$ cat config.mk
export PLATFORM = sky130hd
export DESIGN_NAME = mem_port_arbiter_flat
export DESIGN_NICKNAME = d
export VERILOG_FILES = /design/src/rtl/mem_arb_pkg.sv /design/src/rtl/mem_port_arbiter_if.sv /design/src/rtl/arb2_rr.sv /design/src/rtl/mem_port_arbiter.sv /design/src/flat_wrapper.sv
export SDC_FILE = /design/constraint.sdc
export NUM_CORES = 1
export LEC_CHECK = 0
export BUFFER_PORTS_ARGS = -buffer_cell sky130_fd_sc_hd__buf_2
export CORE_UTILIZATION = 46
export DETAILED_ROUTE_END_ITERATION = 7
export PLACE_DENSITY = 0.92
export REMOVE_ABC_BUFFERS = 1
export SLEW_MARGIN = 5
export SYNTH_ARGS = -nofsm -noshare
export SYNTH_HDL_FRONTEND = slang
export SYNTH_SLANG_ARGS = --single-unit
$ cat constraint.sdc
create_clock -name CLK -period 2.2 [get_ports CLK]
set_clock_uncertainty 0.2 [all_clocks]
set_input_delay 0.44 -clock CLK [delete_from_list [all_inputs] [get_ports CLK]]
set_output_delay 0.44 -clock CLK [all_outputs]
set_load 0.05 [all_outputs]
$ cat src/rtl/mem_arb_pkg.sv
// mem_arb_pkg
// Shared types and constants for the unified memory-port arbiter.
//   arb_state_e : FSM states IDLE / BUSY / RESP
//   owner_e     : which requester owns the transaction (OWN_I = fetch, OWN_D = load/store)
//   ARB_RR      : round-robin arbitration mode
//   ARB_DPRIO   : fixed data-side priority mode
package mem_arb_pkg;

    typedef enum logic [1:0] {
        IDLE = 2'd0,
        BUSY = 2'd1,
        RESP = 2'd2
    } arb_state_e;

    typedef enum logic {
        OWN_I = 1'b0,
        OWN_D = 1'b1
    } owner_e;

    localparam logic ARB_RR    = 1'b0;
    localparam logic ARB_DPRIO = 1'b1;

endpackage

$ cat src/rtl/mem_port_arbiter_if.sv
// mem_port_arbiter_if
// Bundles the fetch requester, the load/store requester and the memory-side
// port of the arbiter.
//   i_*  : fetch request (i_req/i_addr in, i_ready/i_rdata/i_err out of arbiter)
//   d_*  : data request  (d_req/d_we/d_be/d_addr/d_wdata in, d_ready/d_rdata/d_err out)
//   m_*  : memory port   (m_en/m_we/m_be/m_addr/m_wdata out, m_rdata/m_ack in)
// Modports: slave = arbiter view, master = requester/memory environment view.
//
// Handshake: a requester raises *_req with stable attributes and holds them
// until its *_ready pulses for exactly one cycle; it drops *_req in the cycle
// after ready. On the memory side m_en is high for the whole transaction and
// m_ack pulses once with m_rdata valid in that same cycle.
interface mem_port_arbiter_if #(
    parameter int AW = 32,
    parameter int DW = 32
);
    logic            i_req;
    logic [AW-1:0]   i_addr;
    logic            i_ready;
    logic [DW-1:0]   i_rdata;
    logic            i_err;

    logic            d_req;
    logic            d_we;
    logic [DW/8-1:0] d_be;
    logic [AW-1:0]   d_addr;
    logic [DW-1:0]   d_wdata;
    logic            d_ready;
    logic [DW-1:0]   d_rdata;
    logic            d_err;

    logic            m_en;
    logic            m_we;
    logic [DW/8-1:0] m_be;
    logic [AW-1:0]   m_addr;
    logic [DW-1:0]   m_wdata;
    logic [DW-1:0]   m_rdata;
    logic            m_ack;

    modport slave (
        input  i_req, i_addr,
        output i_ready, i_rdata, i_err,
        input  d_req, d_we, d_be, d_addr, d_wdata,
        output d_ready, d_rdata, d_err,
        output m_en, m_we, m_be, m_addr, m_wdata,
        input  m_rdata, m_ack
    );

    modport master (
        output i_req, i_addr,
        input  i_ready, i_rdata, i_err,
        output d_req, d_we, d_be, d_addr, d_wdata,
        input  d_ready, d_rdata, d_err,
        input  m_en, m_we, m_be, m_addr, m_wdata,
        output m_rdata, m_ack
    );

endinterface

$ cat src/rtl/arb2_rr.sv
// arb2_rr
// Combinational two-way grant between a fetch and a data requester.
//   req_i, req_d : request lines
//   last_grant   : owner of the most recently completed transaction
//   mode         : ARB_RR (alternate on contention) or ARB_DPRIO (data wins)
//   grant_valid  : at least one request present
//   grant_owner  : selected requester (meaningful only with grant_valid)
module arb2_rr
    import mem_arb_pkg::*;
(
    input  logic   req_i,
    input  logic   req_d,
    input  owner_e last_grant,
    input  logic   mode,
    output logic   grant_valid,
    output owner_e grant_owner
);

    always_comb begin
        grant_valid = req_i | req_d;
        grant_owner = OWN_I;
        if (req_i && req_d) begin
            if (mode == ARB_DPRIO) begin
                grant_owner = OWN_D;
            end else begin
                // On contention hand the port to whoever was not served last.
                grant_owner = (last_grant == OWN_D) ? OWN_I : OWN_D;
            end
        end else if (req_d) begin
            grant_owner = OWN_D;
        end
    end

endmodule

$ cat src/rtl/mem_port_arbiter.sv
// mem_port_arbiter
// Shares one memory port between instruction fetch and load/store. One
// transaction is in flight at a time: IDLE grants, BUSY holds the memory
// request until m_ack (or the watchdog expires), RESP returns a one-cycle
// ready/err pulse to the owner and then goes back to IDLE.
//   CLK         : clock, rising edge
//   RES         : asynchronous reset, active low
//   bus         : requester and memory signals (mem_port_arbiter_if.slave)
//   o_dbg_state : current FSM state (IDLE=0, BUSY=1, RESP=2)
// Parameters: AW/DW widths, ARB_MODE (0 round-robin, 1 data priority),
// TIMEOUT (BUSY cycles before giving up on m_ack, 0 = never).
module mem_port_arbiter
    import mem_arb_pkg::*;
#(
    parameter int AW       = 32,
    parameter int DW       = 32,
    parameter int ARB_MODE = 0,
    parameter int TIMEOUT  = 255
) (
    input  logic              CLK,
    input  logic              RES,
    mem_port_arbiter_if.slave bus,
    output logic [1:0]        o_dbg_state
);

    localparam int BW = DW / 8;
    localparam int CW = (TIMEOUT > 1) ? $clog2(TIMEOUT) : 1;

    localparam logic [1:0] ST_IDLE = IDLE;
    localparam logic [1:0] ST_BUSY = BUSY;
    localparam logic [1:0] ST_RESP = RESP;

    logic [1:0]    r_state;
    owner_e        r_owner;
    owner_e        r_last_grant;
    logic [AW-1:0] r_addr;
    logic          r_we;
    logic [BW-1:0] r_be;
    logic [DW-1:0] r_wdata;
    logic [DW-1:0] r_rdata;
    logic          r_err;
    logic [CW-1:0] r_cnt;

    logic          w_mode;
    logic          w_grant_valid;
    owner_e        w_grant_owner;
    logic          w_timeout;
    logic          w_busy;
    logic          w_resp;
    logic          w_i_ready;
    logic          w_d_ready;

    assign w_mode = (ARB_MODE == 1) ? ARB_DPRIO : ARB_RR;

    arb2_rr u_arb (
        .req_i       (bus.i_req),
        .req_d       (bus.d_req),
        .last_grant  (r_last_grant),
        .mode        (w_mode),
        .grant_valid (w_grant_valid),
        .grant_owner (w_grant_owner)
    );

    // Counter holds (BUSY cycles elapsed - 1); expiry on the TIMEOUT-th cycle.
    assign w_timeout = (TIMEOUT != 0) && (r_cnt == CW'(TIMEOUT - 1));

    always_ff @(posedge CLK or negedge RES) begin
        if (!RES) begin
            r_state      <= ST_IDLE;
            r_owner      <= OWN_I;
            r_last_grant <= OWN_D;
            r_addr       <= '0;
            r_we         <= 1'b0;
            r_be         <= '0;
            r_wdata      <= '0;
            r_rdata      <= '0;
            r_err        <= 1'b0;
            r_cnt        <= '0;
        end else begin
            case (r_state)
                ST_IDLE: begin
                    if (w_grant_valid) begin
                        r_owner <= w_grant_owner;
                        r_cnt   <= '0;
                        r_state <= ST_BUSY;
                        if (w_grant_owner == OWN_D) begin
                            r_addr  <= bus.d_addr;
                            r_we    <= bus.d_we;
                            r_be    <= bus.d_be;
                            r_wdata <= bus.d_wdata;
                        end else begin
                            // Fetches are always full-word reads.
                            r_addr  <= bus.i_addr;
                            r_we    <= 1'b0;
                            r_be    <= '1;
                            r_wdata <= '0;
                        end
                    end
                end
                ST_BUSY: begin
                    // An ack in the expiry cycle still counts as a normal completion.
                    if (bus.m_ack) begin
                        r_rdata      <= r_we ? '0 : bus.m_rdata;
                        r_err        <= 1'b0;
                        r_last_grant <= r_owner;
                        r_state      <= ST_RESP;
                    end else if (w_timeout) begin
                        r_rdata <= '0;
                        r_err   <= 1'b1;
                        r_state <= ST_RESP;
                    end else begin
                        r_cnt <= r_cnt + CW'(1);
                    end
                end
                ST_RESP: begin
                    r_state <= ST_IDLE;
                end
                default: begin
                    r_state <= ST_IDLE;
                end
            endcase
        end
    end

    assign w_busy    = (r_state == ST_BUSY);
    assign w_resp    = (r_state == ST_RESP);
    assign w_i_ready = w_resp && (r_owner == OWN_I);
    assign w_d_ready = w_resp && (r_owner == OWN_D);

    // Memory side is gated by BUSY so it drops asynchronously with reset.
    assign bus.m_en    = w_busy;
    assign bus.m_we    = w_busy & r_we;
    assign bus.m_be    = w_busy ? r_be    : '0;
    assign bus.m_addr  = w_busy ? r_addr  : '0;
    assign bus.m_wdata = w_busy ? r_wdata : '0;

    // Only the owner sees a response; the other side stays at zero.
    assign bus.i_ready = w_i_ready;
    assign bus.i_rdata = w_i_ready ? r_rdata : '0;
    assign bus.i_err   = w_i_ready & r_err;
    assign bus.d_ready = w_d_ready;
    assign bus.d_rdata = w_d_ready ? r_rdata : '0;
    assign bus.d_err   = w_d_ready & r_err;

    assign o_dbg_state = r_state;

endmodule

$ cat src/flat_wrapper.sv
// flat-port wrapper written by rule: the top's interface ports become plain ports
module mem_port_arbiter_flat import mem_arb_pkg::*;
#(
    parameter int AW       = 32,
    parameter int DW       = 32,
    parameter int ARB_MODE = 0,
    parameter int TIMEOUT  = 255
)
  (CLK, RES, o_dbg_state, bus_i_req, bus_i_addr, bus_i_ready, bus_i_rdata, bus_i_err, bus_d_req, bus_d_we, bus_d_be, bus_d_addr, bus_d_wdata, bus_d_ready, bus_d_rdata, bus_d_err, bus_m_en, bus_m_we, bus_m_be, bus_m_addr, bus_m_wdata, bus_m_rdata, bus_m_ack);
  mem_port_arbiter_if #(.AW(AW), .DW(DW)) bus_i ();
  input  logic CLK;
  input  logic RES;
  output logic [1:0] o_dbg_state;
  input wire logic [$bits(bus_i.i_req)-1:0] bus_i_req;
  input wire logic [$bits(bus_i.i_addr)-1:0] bus_i_addr;
  output wire logic [$bits(bus_i.i_ready)-1:0] bus_i_ready;
  output wire logic [$bits(bus_i.i_rdata)-1:0] bus_i_rdata;
  output wire logic [$bits(bus_i.i_err)-1:0] bus_i_err;
  input wire logic [$bits(bus_i.d_req)-1:0] bus_d_req;
  input wire logic [$bits(bus_i.d_we)-1:0] bus_d_we;
  input wire logic [$bits(bus_i.d_be)-1:0] bus_d_be;
  input wire logic [$bits(bus_i.d_addr)-1:0] bus_d_addr;
  input wire logic [$bits(bus_i.d_wdata)-1:0] bus_d_wdata;
  output wire logic [$bits(bus_i.d_ready)-1:0] bus_d_ready;
  output wire logic [$bits(bus_i.d_rdata)-1:0] bus_d_rdata;
  output wire logic [$bits(bus_i.d_err)-1:0] bus_d_err;
  output wire logic [$bits(bus_i.m_en)-1:0] bus_m_en;
  output wire logic [$bits(bus_i.m_we)-1:0] bus_m_we;
  output wire logic [$bits(bus_i.m_be)-1:0] bus_m_be;
  output wire logic [$bits(bus_i.m_addr)-1:0] bus_m_addr;
  output wire logic [$bits(bus_i.m_wdata)-1:0] bus_m_wdata;
  input wire logic [$bits(bus_i.m_rdata)-1:0] bus_m_rdata;
  input wire logic [$bits(bus_i.m_ack)-1:0] bus_m_ack;
  assign bus_i.i_req = bus_i_req;
  assign bus_i.i_addr = bus_i_addr;
  assign bus_i_ready = bus_i.i_ready;
  assign bus_i_rdata = bus_i.i_rdata;
  assign bus_i_err = bus_i.i_err;
  assign bus_i.d_req = bus_d_req;
  assign bus_i.d_we = bus_d_we;
  assign bus_i.d_be = bus_d_be;
  assign bus_i.d_addr = bus_d_addr;
  assign bus_i.d_wdata = bus_d_wdata;
  assign bus_d_ready = bus_i.d_ready;
  assign bus_d_rdata = bus_i.d_rdata;
  assign bus_d_err = bus_i.d_err;
  assign bus_m_en = bus_i.m_en;
  assign bus_m_we = bus_i.m_we;
  assign bus_m_be = bus_i.m_be;
  assign bus_m_addr = bus_i.m_addr;
  assign bus_m_wdata = bus_i.m_wdata;
  assign bus_i.m_rdata = bus_m_rdata;
  assign bus_i.m_ack = bus_m_ack;
  mem_port_arbiter #(.AW(AW), .DW(DW), .ARB_MODE(ARB_MODE), .TIMEOUT(TIMEOUT)) u_core (.CLK(CLK), .RES(RES), .bus(bus_i), .o_dbg_state(o_dbg_state));
endmodule
* After elaboration in Yosys (flattened, before gate mapping) *
Cells that the tools add are included.

cells by class
  add/subtract/negate cells = 1
  bitwise logic cells = 5
  mux-type cells = 25
  eq/ne operators = 7
  reductions and logical operators = 11

operators with widths
  cell                                                                      number
  32-bit two-way mux                                                        9
  8-bit two-way mux                                                         3
  8-bit one-hot mux with 2 select lines                                     1
  8-bit by 1-bit adder with 8-bit output (second input constant)            1
  8-bit equality test (second input constant)                               1
  4-bit two-way mux                                                         2
  2-bit AND reduction                                                       4
  1-bit two-way mux                                                         6
  2-bit two-way mux                                                         3
  2-bit inequality test (second input constant)                             3
  2-bit one-hot mux with 2 select lines                                     1
  4-bit AND reduction                                                       1
  2-bit nonzero test                                                        2
  1-bit bitwise AND                                                         3
  1-bit logical AND                                                         3
  3-bit by 2-bit inequality test with 1-bit output (second input constant)  1
  2-bit by 1-bit equality test with 1-bit output (second input constant)    1
  2-bit equality test (second input constant)                               1
  2-bit zero test                                                           1
  1-bit NOT                                                                 1
  1-bit OR                                                                  1

storage, ports and cells
  output and inout bits = 140
  word-level logic and storage cells = 59
  flip-flop bits (word level) = 114
  input bits = 138

* Longest topological paths before layout *
  word-level depth = 4
  depth in mapped cells = 7
  depth with buffers taken out = 7

* Hierarchy *
Synthesis repeated with hierarchy kept, for this count alone.

unflattened totals
  cells, all modules = 590
  area, all modules = 5647.9 um^2

modules (own cells, without submodules)
  module            cells an instance  area each (um^2)  instances  seq. area each (um^2)
  mem_port_arbiter  586                5627.9            1          2854.0
  arb2_rr           4                  20.0              1          0.0

* Worst setup path after synthesis *
No wires, ideal clock.

  kind = reg2out
  from = register u_core.r_state[1], in the netlist u_core.o_dbg_state[1]
  to = output bus_i_rdata[22]
  arrival = 2.264 ns
  data required time = 1.560 ns
  stages on the path, launching flop included = 4
  path buffers = 1
  path slack = -0.704 ns
  cell sequence = dfrtp_1 nor3b_1 clkbuf_1 and2_1

between the ends
  longest elaborated chain between the ends = 3

ends and longest elaborated chain
  item                    RTL line                 source
  from (decl)             mem_port_arbiter.sv:33   logic [1:0] r_state;
  from (signal assigned)  mem_port_arbiter.sv:69   r_state <= ST_IDLE;
  from (signal assigned)  mem_port_arbiter.sv:85   r_state <= ST_BUSY;
  from (signal assigned)  mem_port_arbiter.sv:106  r_state <= ST_RESP;
  2-bit equality test     mem_port_arbiter.sv:126  assign w_resp = (r_state == ST_RESP);
  1-bit logical AND       mem_port_arbiter.sv:127  assign w_i_ready = w_resp && (r_owner == OWN_I);
  named net bus_i_ready   flat_wrapper.sv:16       output wire logic [$bits(bus_i.i_ready)-1:0] bus_i_ready;
  32-bit two-way mux      mem_port_arbiter.sv:139  assign bus.i_rdata = w_i_ready ? r_rdata : '0;
  to (decl)               flat_wrapper.sv:17       output wire logic [$bits(bus_i.i_rdata)-1:0] bus_i_rdata;

The timed path passes the listed nets, and every way through them passes these cells.

* Worst setup path after layout *
  from = register u_core.r_state[0], in the netlist u_core.o_dbg_state[0]
  to = output bus_d_rdata[16]

between the ends
  longest elaborated chain between the ends = 3

ends and longest elaborated chain
  item                 RTL line                 source
  2-bit equality test  mem_port_arbiter.sv:126
  1-bit logical AND    mem_port_arbiter.sv:128  assign w_d_ready = w_resp && (r_owner == OWN_D);
  32-bit two-way mux   mem_port_arbiter.sv:142  assign bus.d_rdata = w_d_ready ? r_rdata : '0;
  to (decl)            flat_wrapper.sv:25       output wire logic [$bits(bus_i.d_rdata)-1:0] bus_d_rdata;

Every way passes these cells.

==> results.tsv <==
metric	value	unit
outcome	complete, but fails checks	
failing checks	setup timing	
Yosys top cell by area	dfrtp_1	
Layout area overhead	78.6	%
# H-tree levels	4	
Worst VDD drop	1.07	mV
Starting Density	0.475	
number of placed I/O pins	278	
Sink Count	114	
Post-DP HPWL	10400	µm
Top Usage Layer GRT	met2	
largest buffer count on any clock path	2	
Worst-Margin Slew	0.467	ns
Fin Setup TNS	-12.42	ns
Seq/Total Area, Yosys	0.524	
total CTS buffers	17	
dpl cell area	0.00721	mm²
port bufs	277	
Vias per Instance	5.64	
clk_lat worst skew	0.41	ns
Post-route DRC	0	
GRT Overall Usage	0.291	
Post-Syn Area	0.00544	mm²
core area	0.0115	mm²
die area	0.0123	mm²
global-route wire length before repair	27600	µm
Clk pin slew, worst setup/hold paths	0.06	ns
count leader, synth	and2_1	
Root Buffer Master	clkbuf_16	
slowest stage delay, CP	0.45	ns
LEAKAGE	0.00486	µW
critical path required time	1.56	ns
nets@finish	953	
register bit count reported by yosys	114	
Synth async-reset ratio	1.00	
top post-synthesis cells by area	dfrtp_1 (52%), and2_1 (16%), a22o_1 (10%), mux2i_1 (5.9%), o21ai_0 (3.2%)	
max-cap violations	0	
DRT iter0 DRCs	413	
Routed WL	20900	µm
max_slew headroom	0.687	
Buf+Inv Stages, Crit Path	2	
crit end category	output pin	
GR Layer Usage met1	0.326	
Min-Delay Path Class	input port to flip-flop	
CP Class	flip-flop to output pin	
Post-DRT Antenna Nets	0	
EDFF count, synth	0	
critical-path cell list	and3b_2, buf_12, and2_1, buf_6	
vias in the first global route	5282	
final setup fails	131	
Die Wd	111	µm
Max Slew Vio Count	0	
cell area after layout	0.00972	mm²
CP max-delay cell	dfrtp_2	
crit start category	flip-flop	
CP arrival	1.72	ns
RSZ-0062 raised after global routing	true	
crit-path max FO	34	
Unique masters post-synth	37	
period utilization	1.07	
initial antenna violation count	3	
Synth top area share	0.519	
Avg Inst Size Synth	10.6	µm²
DR pass1 iterations	5	
WL per Instance	21.5	µm
met3 usage	0.0755	
Tmin final	2.36	ns
YS warnings	0	
final worst setup slack	-0.161	ns
achievable frequency	424	MHz
# fillers	528	
Fin. Hold Viols	0	
PwrDens	1570	mW/mm²
top_reg_cell synth	dfrtp_1	
layout cells sized above 1	0.575	
largest net degree at the start of global routing	84	
# rows	39	
Synth Instances	515	
CTS tree	yes	
GR Layer Usage met2	0.500	
Post-synth top cells	and2_1 (137), dfrtp_1 (113), a22o_1 (65)	
Die Y	111	µm
Worst path top cell family by delay	simple AND/OR/NAND/NOR gates	
placer congestion estimate	0.804	
total gr overflow	0	
total power	15200	µW
Via Count	5481	
-- cells by family after synthesis --
kind of cell / share of synthesized area
AOI/OAI and AO/OA: 0.163
adders and majority gates: 0.00460
muxes: 0.0609
and+or+nand+nor: 0.211
buffers and inverters: 0.0354
DFF: 0.524
-- final cells by class --
cell class / count / area (µm²) / share of cell area
antenna: 3 / 7.51 / 0.000772
clock buffer: 22 / 474 / 0.0488
clock inverter: 10 / 203 / 0.0208
inverter: 5 / 31.3 / 0.00322
multi-input combinational: 357 / 2730 / 0.280
sequential: 114 / 2860 / 0.294
tap: 143 / 179 / 0.0184
timing repair buffer: 318 / 3250 / 0.334
-- routing by layer --
| metal | wire length [µm] | vias to the layer above |
|---|---|---|
| met5 | 0 | - |
| met4 | 982 | 0 |
| met3 | 1340 | 74 |
| met2 | 11000 | 322 |
| met1 | 7610 | 2704 |
| li1 | - | 2381 |
-- worst register-to-register path, cell delays in order, from the launching register on --
cell      delay (ns)
dfrtp_2         0.45
nand2b_4        0.13
clkinv_8        0.11
buf_6           0.13
buf_6           0.12
buf_4           0.13
buf_4           0.13
buf_4           0.13
nand2_2         0.07
nor2_2          0.05
buf_12          0.17
a22o_1          0.22
-- worst paths after layout --
kind                                  startpoint                   to  slack (ns)  cells past startpoint
min                              bus_d_wdata[28]   u_core.r_wdata[28]        0.04                      2
min reg2reg                     u_core.r_addr[6]     u_core.r_addr[6]        0.28                      2
min in group asynchronous                    RES    u_core.r_rdata[0]        0.31                      2
max                        u_core.o_dbg_state[0]      bus_d_rdata[16]       -0.16                      4
max reg2reg                u_core.o_dbg_state[0]   u_core.r_rdata[11]        0.05                     11
max in group asynchronous                    RES  u_core.r_last_grant        0.88                      3
-- through the flow --
step | hold WS [ns] | std cells | setup slack (ns) | utilization
5_1_grt | 0.0373 | 972 | -0.211 | 0.848
6_report | 0.0417 | 972 | -0.161 | 0.848
3_3_place_gp | 0.183 | 909 | 0.240 | 0.629
4_1_cts | 0.0349 | 953 | -0.102 | 0.789
2_1_floorplan | -0.0556 | 476 | -4.35 | -
3_5_place_dp | 0.177 | 909 | 0.210 | 0.629
-- sequential cells by signal, indices dropped and copies added, names as in the netlist --
signal               cells
u_core.r_wdata          32
u_core.r_cnt             8
u_core.r_be              4
u_core.r_last_grant      1
u_core.r_err             1
u_core.r_we              1
u_core.o_dbg_state       2
u_core.r_rdata          32
u_core.r_addr           32
u_core.r_owner           1
-- power by group --
part           internal, µW  leakage (µW)  total (µW)  switching, µW
clock network          2210      0.000330        3180            970
registers              3040       0.00144        3850            806
logic                  3780       0.00309        8220           4440
total                  9030       0.00486       15200           6210
-- what timing repair did --
| item | CTS | global route |
|---|---|---|
| hold buffers | 1 | 0 |
| endpoints found under the hold margin | 25 | 0 |
| gates cloned | 5 | 8 |
| resized for setup | 313 | 156 |
| setup buffers | 6 | 9 |
| pin swaps | 13 | 26 |
| endpoints found under the setup margin | 138 | 138 |
-- layout by cell type (no fill, tap or decap), types with 13 or more instances in the layout --
cell       count
nand2_1       39
dfrtp_1      111
buf_2        138
o21ai_0       34
buf_4         13
mux2i_1       32
clkbuf_16     21
buf_8         73
and2_4       113
buf_12        21
a22o_1        65
and2_1        25
buf_6         64
(Power assumes the default switching activity.)
